**config.mk**
```make
export PLATFORM = sky130hd
export DESIGN_NAME = mul32_booth_seq
export DESIGN_NICKNAME = d
export VERILOG_FILES = /design/src/rtl/mul32_booth_seq.sv
export SDC_FILE = /design/constraint.sdc
export NUM_CORES = 1
export LEC_CHECK = 0
export BUFFER_PORTS_ARGS = -buffer_cell sky130_fd_sc_hd__buf_2
export CAP_MARGIN = 30
export CORE_MARGIN = 4
export CORE_UTILIZATION = 53
export CTS_CLUSTER_DIAMETER = 80
export CTS_CLUSTER_SIZE = 28
export DETAILED_ROUTE_END_ITERATION = 6
export GPL_TIMING_DRIVEN = 0
export PLACE_DENSITY = 0.72
export SETUP_SLACK_MARGIN = 0.02
export SYNTH_ARGS = -nofsm -noshare
export SYNTH_HDL_FRONTEND = slang
export SYNTH_SLANG_ARGS = --single-unit
```
**constraint.sdc**
```tcl
create_clock -name clk -period 4.6 [get_ports clk]
set_clock_uncertainty 0.2 [all_clocks]
set_input_delay 0.23 -clock clk [delete_from_list [all_inputs] [get_ports clk]]
set_output_delay 0.23 -clock clk [all_outputs]
set_load 0.01 [all_outputs]
```
**src/rtl/mul32_booth_seq.sv**
```systemverilog
//------------------------------------------------------------------------------
// Module      : mul32_booth_seq
// Description : Sequential 32x32 signed radix-2 Booth multiplier, 64-bit product.
// Revision    : 1.0 - initial release
//------------------------------------------------------------------------------
`default_nettype none

module mul32_booth_cla32 (
    input  logic [31:0] i_a,
    input  logic [31:0] i_b,
    input  logic        i_cin,
    output logic [31:0] o_sum,
    output logic        o_cout
);
    localparam int c_groups = 8;

    logic [c_groups:0] w_gc;

    assign w_gc[0] = i_cin;

    genvar gi;
    generate
        for (gi = 0; gi < c_groups; gi++) begin : g_grp
            logic [3:0] w_g;
            logic [3:0] w_p;
            logic [3:0] w_c;
            logic       w_grp_g;
            logic       w_grp_p;

            assign w_g = i_a[4*gi +: 4] & i_b[4*gi +: 4];
            assign w_p = i_a[4*gi +: 4] ^ i_b[4*gi +: 4];

            // In-group carries look ahead from the group carry-in.
            assign w_c[0] = w_gc[gi];
            assign w_c[1] = w_g[0] | (w_p[0] & w_c[0]);
            assign w_c[2] = w_g[1] | (w_p[1] & w_g[0]) | (w_p[1] & w_p[0] & w_c[0]);
            assign w_c[3] = w_g[2] | (w_p[2] & w_g[1]) | (w_p[2] & w_p[1] & w_g[0])
                          | (w_p[2] & w_p[1] & w_p[0] & w_c[0]);

            assign w_grp_g = w_g[3] | (w_p[3] & w_g[2]) | (w_p[3] & w_p[2] & w_g[1])
                           | (w_p[3] & w_p[2] & w_p[1] & w_g[0]);
            assign w_grp_p = &w_p;

            assign w_gc[gi+1]     = w_grp_g | (w_grp_p & w_gc[gi]);
            assign o_sum[4*gi +: 4] = w_p ^ w_c;
        end
    endgenerate

    assign o_cout = w_gc[c_groups];
endmodule

module mul32_booth_seq (
    input  logic        clk,
    input  logic        reset,
    input  logic        op_start,
    input  logic        op_clear,
    input  logic [31:0] multiplicand,
    input  logic [31:0] multiplier,
    output logic [63:0] result,
    output logic        op_done
);
    typedef enum logic [1:0] {
        S_IDLE = 2'd0,
        S_EXEC = 2'd1,
        S_DONE = 2'd2
    } state_t;

    localparam logic [5:0] c_last_step = 6'd31;

    state_t      r_state;
    state_t      w_state_nxt;

    logic [32:0] r_u;
    logic [31:0] r_q;
    logic        r_qm1;
    logic [32:0] r_m;
    logic [5:0]  r_cnt;
    logic [63:0] r_result;

    logic        w_load;
    logic        w_step;
    logic        w_finish;

    logic [1:0]  w_pair;
    logic [32:0] w_addend;
    logic        w_cin;
    logic [31:0] w_sum_lo;
    logic        w_carry;
    logic [32:0] w_t;
    logic [32:0] w_u_nxt;
    logic [31:0] w_q_nxt;

    // Booth recoding: 01 adds M, 10 subtracts M (invert plus carry-in), else pass.
    assign w_pair = {r_q[0], r_qm1};

    always_comb begin
        w_addend = 33'd0;
        w_cin    = 1'b0;
        case (w_pair)
            2'b01:   w_addend = r_m;
            2'b10: begin
                w_addend = ~r_m;
                w_cin    = 1'b1;
            end
            default: w_addend = 33'd0;
        endcase
    end

    mul32_booth_cla32 u_cla (
        .i_a    (r_u[31:0]),
        .i_b    (w_addend[31:0]),
        .i_cin  (w_cin),
        .o_sum  (w_sum_lo),
        .o_cout (w_carry)
    );

    // Sign-extension bit completes the 33-bit sum above the 32-bit CLA.
    assign w_t     = {r_u[32] ^ w_addend[32] ^ w_carry, w_sum_lo};
    assign w_u_nxt = {w_t[32], w_t[32:1]};
    assign w_q_nxt = {w_t[0], r_q[31:1]};

    always_comb begin
        w_state_nxt = r_state;
        w_load      = 1'b0;
        w_step      = 1'b0;
        w_finish    = 1'b0;
        case (r_state)
            S_IDLE: begin
                if (op_start) begin
                    w_state_nxt = S_EXEC;
                    w_load      = 1'b1;
                end
            end
            S_EXEC: begin
                w_step = 1'b1;
                if (r_cnt == c_last_step) begin
                    w_state_nxt = S_DONE;
                    w_finish    = 1'b1;
                end
            end
            S_DONE:  w_state_nxt = S_DONE;
            default: w_state_nxt = S_IDLE;
        endcase
        if (op_clear) begin
            w_state_nxt = S_IDLE;
            w_load      = 1'b0;
            w_step      = 1'b0;
            w_finish    = 1'b0;
        end
    end

    always_ff @(posedge clk) begin
        if (reset) begin
            r_state <= S_IDLE;
        end else begin
            r_state <= w_state_nxt;
        end
    end

    always_ff @(posedge clk) begin
        if (reset) begin
            r_u      <= 33'd0;
            r_q      <= 32'd0;
            r_qm1    <= 1'b0;
            r_m      <= 33'd0;
            r_cnt    <= 6'd0;
            r_result <= 64'd0;
        end else if (op_clear) begin
            r_u      <= 33'd0;
            r_q      <= 32'd0;
            r_qm1    <= 1'b0;
            r_cnt    <= 6'd0;
            r_result <= 64'd0;
        end else begin
            if (w_load) begin
                r_u   <= 33'd0;
                r_q   <= multiplier;
                r_qm1 <= 1'b0;
                r_m   <= {multiplicand[31], multiplicand};
                r_cnt <= 6'd0;
            end else if (w_step) begin
                r_u   <= w_u_nxt;
                r_q   <= w_q_nxt;
                r_qm1 <= r_q[0];
                r_cnt <= r_cnt + 6'd1;
            end
            // Product is published only on the final step, never partially.
            if (w_finish) begin
                r_result <= {w_u_nxt[31:0], w_q_nxt};
            end
        end
    end

    assign result  = r_result;
    assign op_done = (r_state == S_DONE);
endmodule

`default_nettype wire

```
==> impl_metrics.env, run 1 <==
export IMPL_synth_yosys_seq_area_share=0.421
export IMPL_timing_fmax_mhz=229
export IMPL_placed_cell_area_mm2=0.00892
export IMPL_hold_slack_ns=0.0350
export IMPL_period_minus_slack_ns=4.37
export IMPL_fill_cells=1282
export IMPL_synth_warnings=0
export IMPL_io_pins=133
export IMPL_grt_max_degree=17
export IMPL_syn2layout_area_growth_pct=26.5
export IMPL_required_ns=4.74
export IMPL_fin_util=0.691
export IMPL_initial_core_util=0.547
export IMPL_cp_end_kind="register"
export IMPL_fp_dieH_um=131
export IMPL_routed_wirelength_um=23600
export IMPL_grt_pass1_wl_um=38400
export IMPL_yosysMostFrequentCell="nand2_1"
export IMPL_rows=44
export IMPL_final_setup_tns_ns=0
export IMPL_crit_chain="nor2b_2 -> clkbuf_2 -> nand2_1 -> o21ai_1 -> ha_1 -> and2_4 -> a311o_1 -> a221o_1 -> a221oi_4 -> a21boi_2 -> or3_1 -> fa_1 -> xnor2_1 -> a211oi_1"
export IMPL_dp_hpwl_um=16600
export IMPL_cap_violations=0
export IMPL_worstMarginPinSlew_ns=0.763
export IMPL_yosysUniqueCellTypes=54
export IMPL_layout_worst_path_cycle_share=0.951
export IMPL_die_x_um=131
export IMPL_peakVddDrop_uv=257
export IMPL_first_iter_violations=678
export IMPL_grt_ovfl_total=0
export IMPL_core_mm2=0.0147
export IMPL_grt_usage=0.270
export IMPL_synthFlopType="dfxtp_1"
export IMPL_wl_per_cell_um=16.3
export IMPL_crit_type="register to register"
export IMPL_vias=8057
export IMPL_grt_pass1_vias=7643
export IMPL_nets=1369
export IMPL_viasPerCell=5.55
export IMPL_final_antenna_net_count=0
export IMPL_cts_buffers=17
export IMPL_cts_tree="built"
export IMPL_report_final_setup_viol=0
export IMPL_finalHoldViolCount=0
export IMPL_dieArea_mm2=0.0172
export IMPL_p_total_mw=3.16
export IMPL_final_cell_area_mm2=0.0102
export IMPL_slowest_delay_ns=0.46
export IMPL_synth_nets=1152
export IMPL_drive_gt1_frac=0.142
export IMPL_syn_area_per_cell_um2=7.73
export IMPL_dp_cells=1354
export IMPL_yosys_area_top_type="dfxtp_1"
export IMPL_instances_no_fill=1453
export IMPL_place_gp_congestion=0.882
export IMPL_worstPathMaxFanout=10
export IMPL_drc=0
export IMPL_max_slew_margin=0.491
export IMPL_antennaDiodeCount=0
export IMPL_root_buffer="clkbuf_16"
export IMPL_fin_ws_ns=0.228
export IMPL_status="finished clean"
export IMPL_dp_slack_ns=0.106
export IMPL_hp_class="input port to register"
export IMPL_power_density_mw_per_mm2=310
export IMPL_syn_area_mm2=0.00804
export IMPL_startpoint_type="register"
export IMPL_async_flop_share=0
export IMPL_port_buffers=131
export IMPL_syn_inst=1039
export IMPL_clockBufferDepth=2
export IMPL_h_tree_depth=4
export IMPL_antenna_found_initial=0
export IMPL_cp_arrival_ns=4.51
export IMPL_slew_viol_final=0
export IMPL_cp_slowest_cell="dfxtp_1"
export IMPL_ys_top_cells_by_area="dfxtp_1 42%, nand2_1 14%, a21oi_1 7.3%"
export IMPL_yosysTopAreaCellShare=0.421
export IMPL_ys_seq_elements=169
export IMPL_dr_pass1_iters=7
export IMPL_insertion_delay_ns=0.43
export IMPL_p_leak_nw=4.04
export IMPL_synthTopCellsByCount="302 x nand2_1, 169 x dfxtp_1, 118 x a21oi_1, 78 x nor2_1, 61 x clkbuf_1"
export IMPL_rsz0062_at_grt="no"
export IMPL_cts_sinks=169
export IMPL_synth_edf_count=0
export IMPL_cts_clk_slew_worst_paths_ns=0.06
==> layer usage <==
metal | up-vias | part of all wire | global-route usage
met5 | - | 0 | 0
met4 | 0 | 0.017 | 0.0723
li1 | 4012 | - | -
met2 | 295 | 0.47 | 0.449
met3 | 32 | 0.068 | 0.0459
met1 | 3718 | 0.44 | 0.367
==> power breakdown <==
part	internal, mW	total [mW]	switching, mW
combinational	0.107	0.259	0.152
sequential	1.49	1.51	0.0204
clock	0.768	1.39	0.618
==> cells by family after synthesis <==
group / count (synthesis) / share of synthesized area
AO/OA/AOI/OAI: 253 / 0.197
adder cells (fa/ha/maj): 45 / 0.0775
multiplexers: 3 / 0.00374
buffers and inverters: 81 / 0.0378
AND/OR/NAND/NOR: 472 / 0.246
XOR/XNOR: 16 / 0.0174
flip-flops: 169 / 0.421
==> area by class of cell <==
type	instances	area (um^2)	share of cell area
repair buffers	198	1330	0.130
clock inverters	12	116	0.0114
well taps	184	230	0.0227
clock buffers	20	447	0.0439
plain buffers	68	260	0.0256
multi-input cells	789	4350	0.428
inverters	13	48.8	0.00480
flip-flops and latches	169	3380	0.333
==> final timing paths <==
path	slack (ns)	depth (start not counted)	from	endpoint
min	0.03	5	op_start	r_q[31]
max	0.23	14	r_qm1	result[60]
max reg2reg	0.23	14	r_qm1	result[60]
min reg2reg	0.25	2	result[5]	result[5]
==> placed cells by master (no fill, tap or decap), drive strengths merged, types with 3 or more instances in the layout <==
master       instances
a21oi              118
clkinv               6
o21ai               51
dfxtp              169
nand3               32
dlygate4sd3         67
and3                 4
nand4b               3
and4                 3
mux2i                3
buf                138
ha                  37
a2111oi              3
nor2                78
o31ai                3
fa                   8
inv                 17
nand4                6
nor3                12
nor2b                6
a311oi              30
xor2                 5
and2                 4
a311o                3
a211oi              17
a31oi                5
clkbuf              81
a21o                 5
or3                  5
xnor2               11
nand2              302
nand2b               4
or2                  6
==> worst max-delay path, delay by kind of cell, from the launching register on <==
family / cells / cell delay (ns)
buffers and inverters: 1 / 0.24
AOI/OAI and AO/OA: 6 / 1.58
and+or+nand+nor: 4 / 0.90
xor gates and xnor gates: 1 / 0.16
adders and majority gates: 2 / 0.72
DFF: 1 / 0.46
==> flip-flops by register name, summed over array words and instances (netlist names) <==
register  cells
r_u          32
result       64
r_qm1         1
r_cnt         6
r_m          32
r_q          32
r_state       2
==> timing repair <==
| item | CTS | global route |
|---|---|---|
| endpoints found under the hold margin | 64 | 0 |
| setup endpoints to repair | 0 | 4 |
| hold buffers | 67 | 0 |
| setup buffers | 0 | 0 |
| resized for setup | 0 | 11 |
No activity file was read; power rests on OpenSTA's default activity.
==> inputs of run 2 (changes only) <==
--- a/config.mk
+++ b/config.mk
@@ -8,7 +8,7 @@
 export BUFFER_PORTS_ARGS = -buffer_cell sky130_fd_sc_hd__buf_2
 export CAP_MARGIN = 30
 export CORE_MARGIN = 4
-export CORE_UTILIZATION = 53
+export CORE_UTILIZATION = 51
 export CTS_CLUSTER_DIAMETER = 80
 export CTS_CLUSTER_SIZE = 28
 export DETAILED_ROUTE_END_ITERATION = 6
==> constraint.sdc (replaced) <==
create_clock -name clk -period 3.96 [get_ports clk]
set_clock_uncertainty 0.2 [all_clocks]
set_input_delay 0.594 -clock clk [delete_from_list [all_inputs] [get_ports clk]]
set_output_delay 0.594 -clock clk [all_outputs]
set_load 0.01 [all_outputs]
==> run 2 against run 1 <==
Cell count shrank 1.7%. Highest routed layer unchanged. Via count shrank 1.2%. Power grew 19%.
==> impl_metrics.env, run 2 (synthesized netlist as in run 1, its figures left out) <==
export IMPL_syn2layout_area_growth_pct=23.2
export IMPL_grt_ovfl_total=0
export IMPL_cts_buffers=17
export IMPL_cts_tree="built"
export IMPL_rsz0062_at_grt="yes"
export IMPL_r2r_end="result[59]"
export IMPL_crit_type="register to register"
export IMPL_wl_per_cell_um=16.7
export IMPL_viasPerCell=5.58
export IMPL_holdCritStartpoint="multiplicand[11]"
export IMPL_core_mm2=0.0153
export IMPL_rrSetupSlack_ns=0.02
export IMPL_grt_max_degree=18
export IMPL_grt_pass1_vias=7501
export IMPL_rows=45
export IMPL_required_ns=4.13
export IMPL_instances_no_fill=1428
export IMPL_p_leak_nw=3.88
export IMPL_max_slew_margin=0.452
export IMPL_dieArea_mm2=0.0178
export IMPL_startpoint_type="register"
export IMPL_slew_viol_final=0
export IMPL_dp_cells=1381
export IMPL_finalHoldViolCount=0
export IMPL_nets=1317
export IMPL_first_iter_violations=701
export IMPL_timing_fmax_mhz=254
export IMPL_root_buffer="clkbuf_16"
export IMPL_cap_violations=0
export IMPL_final_antenna_net_count=0
export IMPL_drive_gt1_frac=0.183
export IMPL_hold_slack_ns=0.194
export IMPL_peakVddDrop_uv=293
export IMPL_p_total_mw=3.75
export IMPL_grt_pass1_wl_um=37600
export IMPL_h_tree_depth=4
export IMPL_fp_dieH_um=134
export IMPL_dp_hpwl_um=16900
export IMPL_io_pins=133
export IMPL_status="finished clean"
export IMPL_die_x_um=134
export IMPL_hp_class="input port to register"
export IMPL_insertion_delay_ns=0.43
export IMPL_place_gp_congestion=0.869
export IMPL_hold_depth=3
export IMPL_cts_hold_buf=0
export IMPL_worstMarginPinSlew_ns=0.823
export IMPL_cp_arrival_ns=4.11
export IMPL_fill_cells=1407
export IMPL_rr_startpoint="r_qm1"
export IMPL_antenna_found_initial=0
export IMPL_routed_wirelength_um=23800
export IMPL_antennaDiodeCount=0
export IMPL_cts_sinks=169
export IMPL_grt_usage=0.263
export IMPL_largest_register_ffs=64
export IMPL_worstHoldEndpoint="r_m[11]"
export IMPL_cts_clk_slew_worst_paths_ns=0.07
export IMPL_report_final_setup_viol=0
export IMPL_vias=7964
export IMPL_drc=0
export IMPL_port_buffers=131
export IMPL_period_minus_slack_ns=3.94
export IMPL_power_density_mw_per_mm2=379
export IMPL_initial_core_util=0.525
export IMPL_final_cell_mix="301 x nand2_1, 167 x dfxtp_1, 131 x buf_2"
export IMPL_mostFrequentLayoutCell="nand2_1"
export IMPL_layout_worst_path_cycle_share=0.995
export IMPL_clockBufferDepth=2
export IMPL_worstPathMaxFanout=5
export IMPL_dr_pass1_iters=5
export IMPL_cp_end_kind="register"
export IMPL_r2r_worst_path_cells=14
## run 2: changes by cell type in the layout (fill, tap and decap cells not counted), sizes merged
cell	delta
clkinv	-2
dlygate4sd3	-67
clkinvlp	+1
inv	+3
buf	+17
bufinv	+1
clkbuf	-5
## run 2: area by class of cell
class	count	area (um^2)	share of cell area
Multi-Input combinational cell	789	4490	0.454
Sequential cell	169	3390	0.342
Timing Repair Buffer	146	802	0.0810
Clock buffer	17	425	0.0430
Buffer	68	292	0.0294
Tap cell	211	264	0.0267
Clock inverter	15	184	0.0186
Inverter	13	48.8	0.00493
## run 2: power by group
| part | internal [mW] | switching (mW) | total, mW |
|---|---|---|---|
| sequential | 1.73 | 0.0263 | 1.75 |
| combinational | 0.0874 | 0.172 | 0.260 |
| clock | 0.958 | 0.777 | 1.74 |
| total | 2.77 | 0.976 | 3.75 |
## run 2: critical path: stages (launching register included)
cell and delay, ns:
dfxtp_4 0.38, nor2b_4 0.28, buf_8 0.15, nand2_4 0.05
o21ai_4 0.09, ha_4 0.23, buf_6 0.12, a311o_1 0.33
a221o_1 0.37, a221oi_4 0.32, a21boi_2 0.11, or3_4 0.40
fa_2 0.60, nand2_1 0.07, a21oi_1 0.15
## run 2: worst max path at each step
stage                     slack, ns    endpoint  depth (start not counted)   start
after floorplan                0.08     r_u[28]                         14   r_qm1
after global placement        -0.45     r_u[28]                         13  r_q[0]
after detailed placement      -0.48  result[60]                         13  r_q[0]
after CTS                      0.04     r_u[28]                         14   r_qm1
after global routing          -0.09  result[59]                         14   r_qm1
final                          0.02  result[59]                         14   r_qm1
## run 2: stage by stage
| step | worst slack [ns] | setup TNS (ns) | utilization | area, um^2 |
|---|---|---|---|---|
| 3_3_place_gp | -0.450 | -1.80 | 0.585 | 8960 |
| 6_report | 0.0182 | 0 | 0.646 | 9900 |
| 5_1_grt | -0.0893 | -0.270 | 0.646 | 9900 |
| 4_1_cts | 0.0371 | 0 | 0.629 | 9630 |
| 3_5_place_dp | -0.485 | -2.21 | 0.585 | 8960 |
| 2_1_floorplan | 0.0835 | 0 | - | 8040 |
## run 2: layer usage
layer / up-vias / share of wire / track usage
li1: 3919 / - / -
met1: 3700 / 0.44 / 0.342
met2: 302 / 0.46 / 0.421
met3: 43 / 0.074 / 0.0721
met4: 0 / 0.023 / 0.0909
met5: - / 0 / 0
## run 2: repair_timing
action                     CTS  global route
hold endpoints to repair     0             0
setup endpoints to repair   20             8
resized for setup           23            36
pin swaps                    3            17
cloned                       0             1
buffers inserted             2            12
==> inputs of run 3 (changes only) <==
--- a/config.mk
+++ b/config.mk
@@ -17,4 +17,5 @@
 export SETUP_SLACK_MARGIN = 0.02
 export SYNTH_ARGS = -nofsm -noshare
 export SYNTH_HDL_FRONTEND = slang
+export SYNTH_HIERARCHICAL = 1
 export SYNTH_SLANG_ARGS = --single-unit
==> run 3 against run 2 <==
Core utilization down 2.3 points. Sequential share of layout area is 1.3 points higher. Cell area fell by 4.0%. Cell count decreased by 1.5%.
==> impl_metrics.env, run 3 <==
export IMPL_r2r_worst_path_cells=13
export IMPL_syn_inst=1032
export IMPL_async_flop_share=0
export IMPL_report_final_setup_viol=0
export IMPL_final_cell_mix="362 x nand2_1, 168 x dfxtp_1, 143 x buf_2, 143 x a21oi_1, 51 x nor2_1"
export IMPL_rsz0062_at_grt="no"
export IMPL_initial_core_util=0.523
export IMPL_worstPathMaxFanout=10
export IMPL_grt_pass1_wl_um=32400
export IMPL_yosysUniqueCellTypes=52
export IMPL_cp_arrival_ns=3.94
export IMPL_crit_type="register to register"
export IMPL_yosysMostFrequentCell="nand2_1"
export IMPL_slowest_delay_ns=0.47
export IMPL_holdCritStartpoint="multiplicand[1]"
export IMPL_nets=1296
export IMPL_cp_end_kind="register"
export IMPL_regArea_mm2=0.00338
export IMPL_drc=0
export IMPL_dp_hpwl_um=14900
export IMPL_cp_slowest_cell="a2111o_1"
export IMPL_syn2layout_area_growth_pct=19.2
export IMPL_crit_chain="nand2b_2 -> clkbuf_2 -> o21ai_0 -> ha_1 -> nor3_2 -> nor2_1 -> a41oi_4 -> a211oi_1 -> a2111o_1 -> fa_1 -> xor2_1 -> nand2_1 -> a21oi_1"
export IMPL_synth_warnings=6
export IMPL_vias=7252
export IMPL_antennaDiodeCount=0
export IMPL_hold_depth=3
export IMPL_cts_buffers=17
export IMPL_fill_cells=1445
export IMPL_insertion_delay_ns=0.43
export IMPL_cts_sinks=169
export IMPL_p_leak_nw=3.77
export IMPL_drive_gt1_frac=0.180
export IMPL_worstMarginPinSlew_ns=0.662
export IMPL_final_cell_area_mm2=0.00951
export IMPL_place_gp_congestion=0.874
export IMPL_die_x_um=133
export IMPL_dieArea_mm2=0.0177
export IMPL_synthTopCellsByCount="362 x nand2_1, 169 x dfxtp_1, 143 x a21oi_1, 51 x nor2_1, 44 x clkbuf_1"
export IMPL_synthSimpleGateAreaFrac=0.227
export IMPL_synthFlopType="dfxtp_1"
export IMPL_synth_yosys_seq_area_share=0.424
export IMPL_startpoint="r_qm1"
export IMPL_synth_nets=1145
export IMPL_cp_buffers_inverters=1
export IMPL_peakVddDrop_uv=311
export IMPL_combPwrFrac=0.064
export IMPL_path_delay_family="compound AO/OA/AOI/OAI gates"
export IMPL_synth_compound_area_frac=0.193
export IMPL_ys_seq_elements=169
export IMPL_required_ns=4.11
export IMPL_layout_worst_path_cycle_share=0.957
export IMPL_viasPerCell=5.15
export IMPL_syn_area_mm2=0.00798
export IMPL_rows=45
export IMPL_io_pins=133
export IMPL_placed_cell_area_mm2=0.00890
export IMPL_p_clk_frac=0.448
export IMPL_syn_area_per_cell_um2=7.73
export IMPL_first_iter_violations=397
export IMPL_muxShareOfSynthArea=0
export IMPL_antenna_found_initial=0
export IMPL_synth_xor_area_frac=0.0296
export IMPL_h_tree_depth=4
export IMPL_fin_ws_ns=0.170
export IMPL_pwr_share_seq=0.488
export IMPL_synth_adder_area_share=0.0781
export IMPL_rr_startpoint="r_qm1"
export IMPL_final_antenna_net_count=0
export IMPL_startpoint_type="register"
export IMPL_synth_top_family_by_area="simple AND/OR/NAND/NOR gates"
export IMPL_wl_per_cell_um=14.2
export IMPL_dp_slack_ns=-0.179
export IMPL_largest_register_ffs=64
export IMPL_multi_input_area_mm2=0.00424
export IMPL_hp_class="input port to register"
export IMPL_power_density_mw_per_mm2=377
export IMPL_core_mm2=0.0153
export IMPL_path_depth=13
export IMPL_mostFrequentLayoutCell="nand2_1"
export IMPL_grt_pass1_vias=6658
export IMPL_grt_usage=0.223
export IMPL_power_net_switching_mw=0.901
export IMPL_clockBufferDepth=2
export IMPL_yosys_area_top_type="dfxtp_1"
export IMPL_max_slew_margin=0.559
export IMPL_grt_ovfl_total=0
export IMPL_ys_top_cells_by_area="dfxtp_1 42%, nand2_1 17%, a21oi_1 9.0%"
export IMPL_yosysTopAreaCellShare=0.424
export IMPL_dr_pass1_iters=6
export IMPL_period_minus_slack_ns=3.79
export IMPL_timing_fmax_mhz=264
export IMPL_status="finished clean"
export IMPL_p_int_mw=2.69
export IMPL_routed_wirelength_um=20000
export IMPL_root_buffer="clkbuf_16"
export IMPL_port_buffers=131
export IMPL_swShare=0.251
export IMPL_finalHoldViolCount=0
export IMPL_slew_viol_final=0
export IMPL_fp_dieH_um=133
export IMPL_cts_clk_slew_worst_paths_ns=0.07
export IMPL_cap_violations=0
export IMPL_cts_tree="built"
export IMPL_synth_edf_count=0
export IMPL_grt_max_degree=17
==> run 3: worst paths after layout <==
kind | to | slack [ns]
setup reg to reg | result[56] | 0.17
setup / recovery | result[56] | 0.17
hold / removal | r_m[1] | 0.20
hold reg to reg | result[18] | 0.25
==> run 3: worst min-delay path: cells and delay by family <==
family | cells | cell delay, ns
buf+inv | 1 | 0.09
compound gates | 1 | 0.05
simple gates | 1 | 0.04
==> run 3: power groups by stage <==
stage          sequential, mW  clock, mW  combinational, mW
2_1_floorplan            1.78          0              0.143
3_3_place_gp             1.79          0              0.225
3_5_place_dp             1.79          0              0.227
4_1_cts                  1.75       1.63              0.229
5_1_grt                  1.75       1.71              0.258
6_report                 1.75       1.61              0.229
==> run 3: cell type report <==
cell class,count,share of cell area
clock buffer,17,0.0447
multi-input combinational,783,0.446
tap,211,0.0278
timing repair buffer,132,0.0697
buffer,68,0.0361
clock inverter,15,0.0146
sequential,169,0.356
inverter,12,0.00474
==> run 3: repair_timing <==
item                                    4_1_cts  5_1_grt
buffers inserted                              0        1
resized for setup                             5       17
endpoints found under the setup margin       15       26
endpoints found under the hold margin         0        0
hold buffers                                  0        0
==> run 3: cells by family after synthesis <==
group,count (synthesis)
xor gates and xnor gates,27
adders and majority gates,45
buffers and inverters,80
DFF,169
and+or+nand+nor,456
AOI/OAI and AO/OA,255
==> run 3: through the flow <==
| stage | total power, mW | utilization | hold WS [ns] | TNS [ns] | cells |
|---|---|---|---|---|---|
| after floorplan | 1.93 | - | 0.241 | 0 | 1032 |
| after global placement | 2.01 | 0.583 | 0.240 | -0.736 | 1374 |
| after detailed placement | 2.02 | 0.583 | 0.243 | -1.11 | 1374 |
| after CTS | 3.61 | 0.621 | 0.180 | 0 | 1406 |
| after global routing | 3.72 | 0.623 | 0.183 | 0 | 1407 |
| final | 3.59 | 0.623 | 0.196 | 0 | 1407 |
==> run 3: metal layers <==
metal	GRT usage	routed length, um	part of all wire	vias to the layer above
met1	0.299	9400	0.47	3270
met3	0.0464	1010	0.050	29
met2	0.363	9270	0.46	181
met4	0.0693	338	0.017	0
met5	0	0	0	-
li1	-	-	-	3772
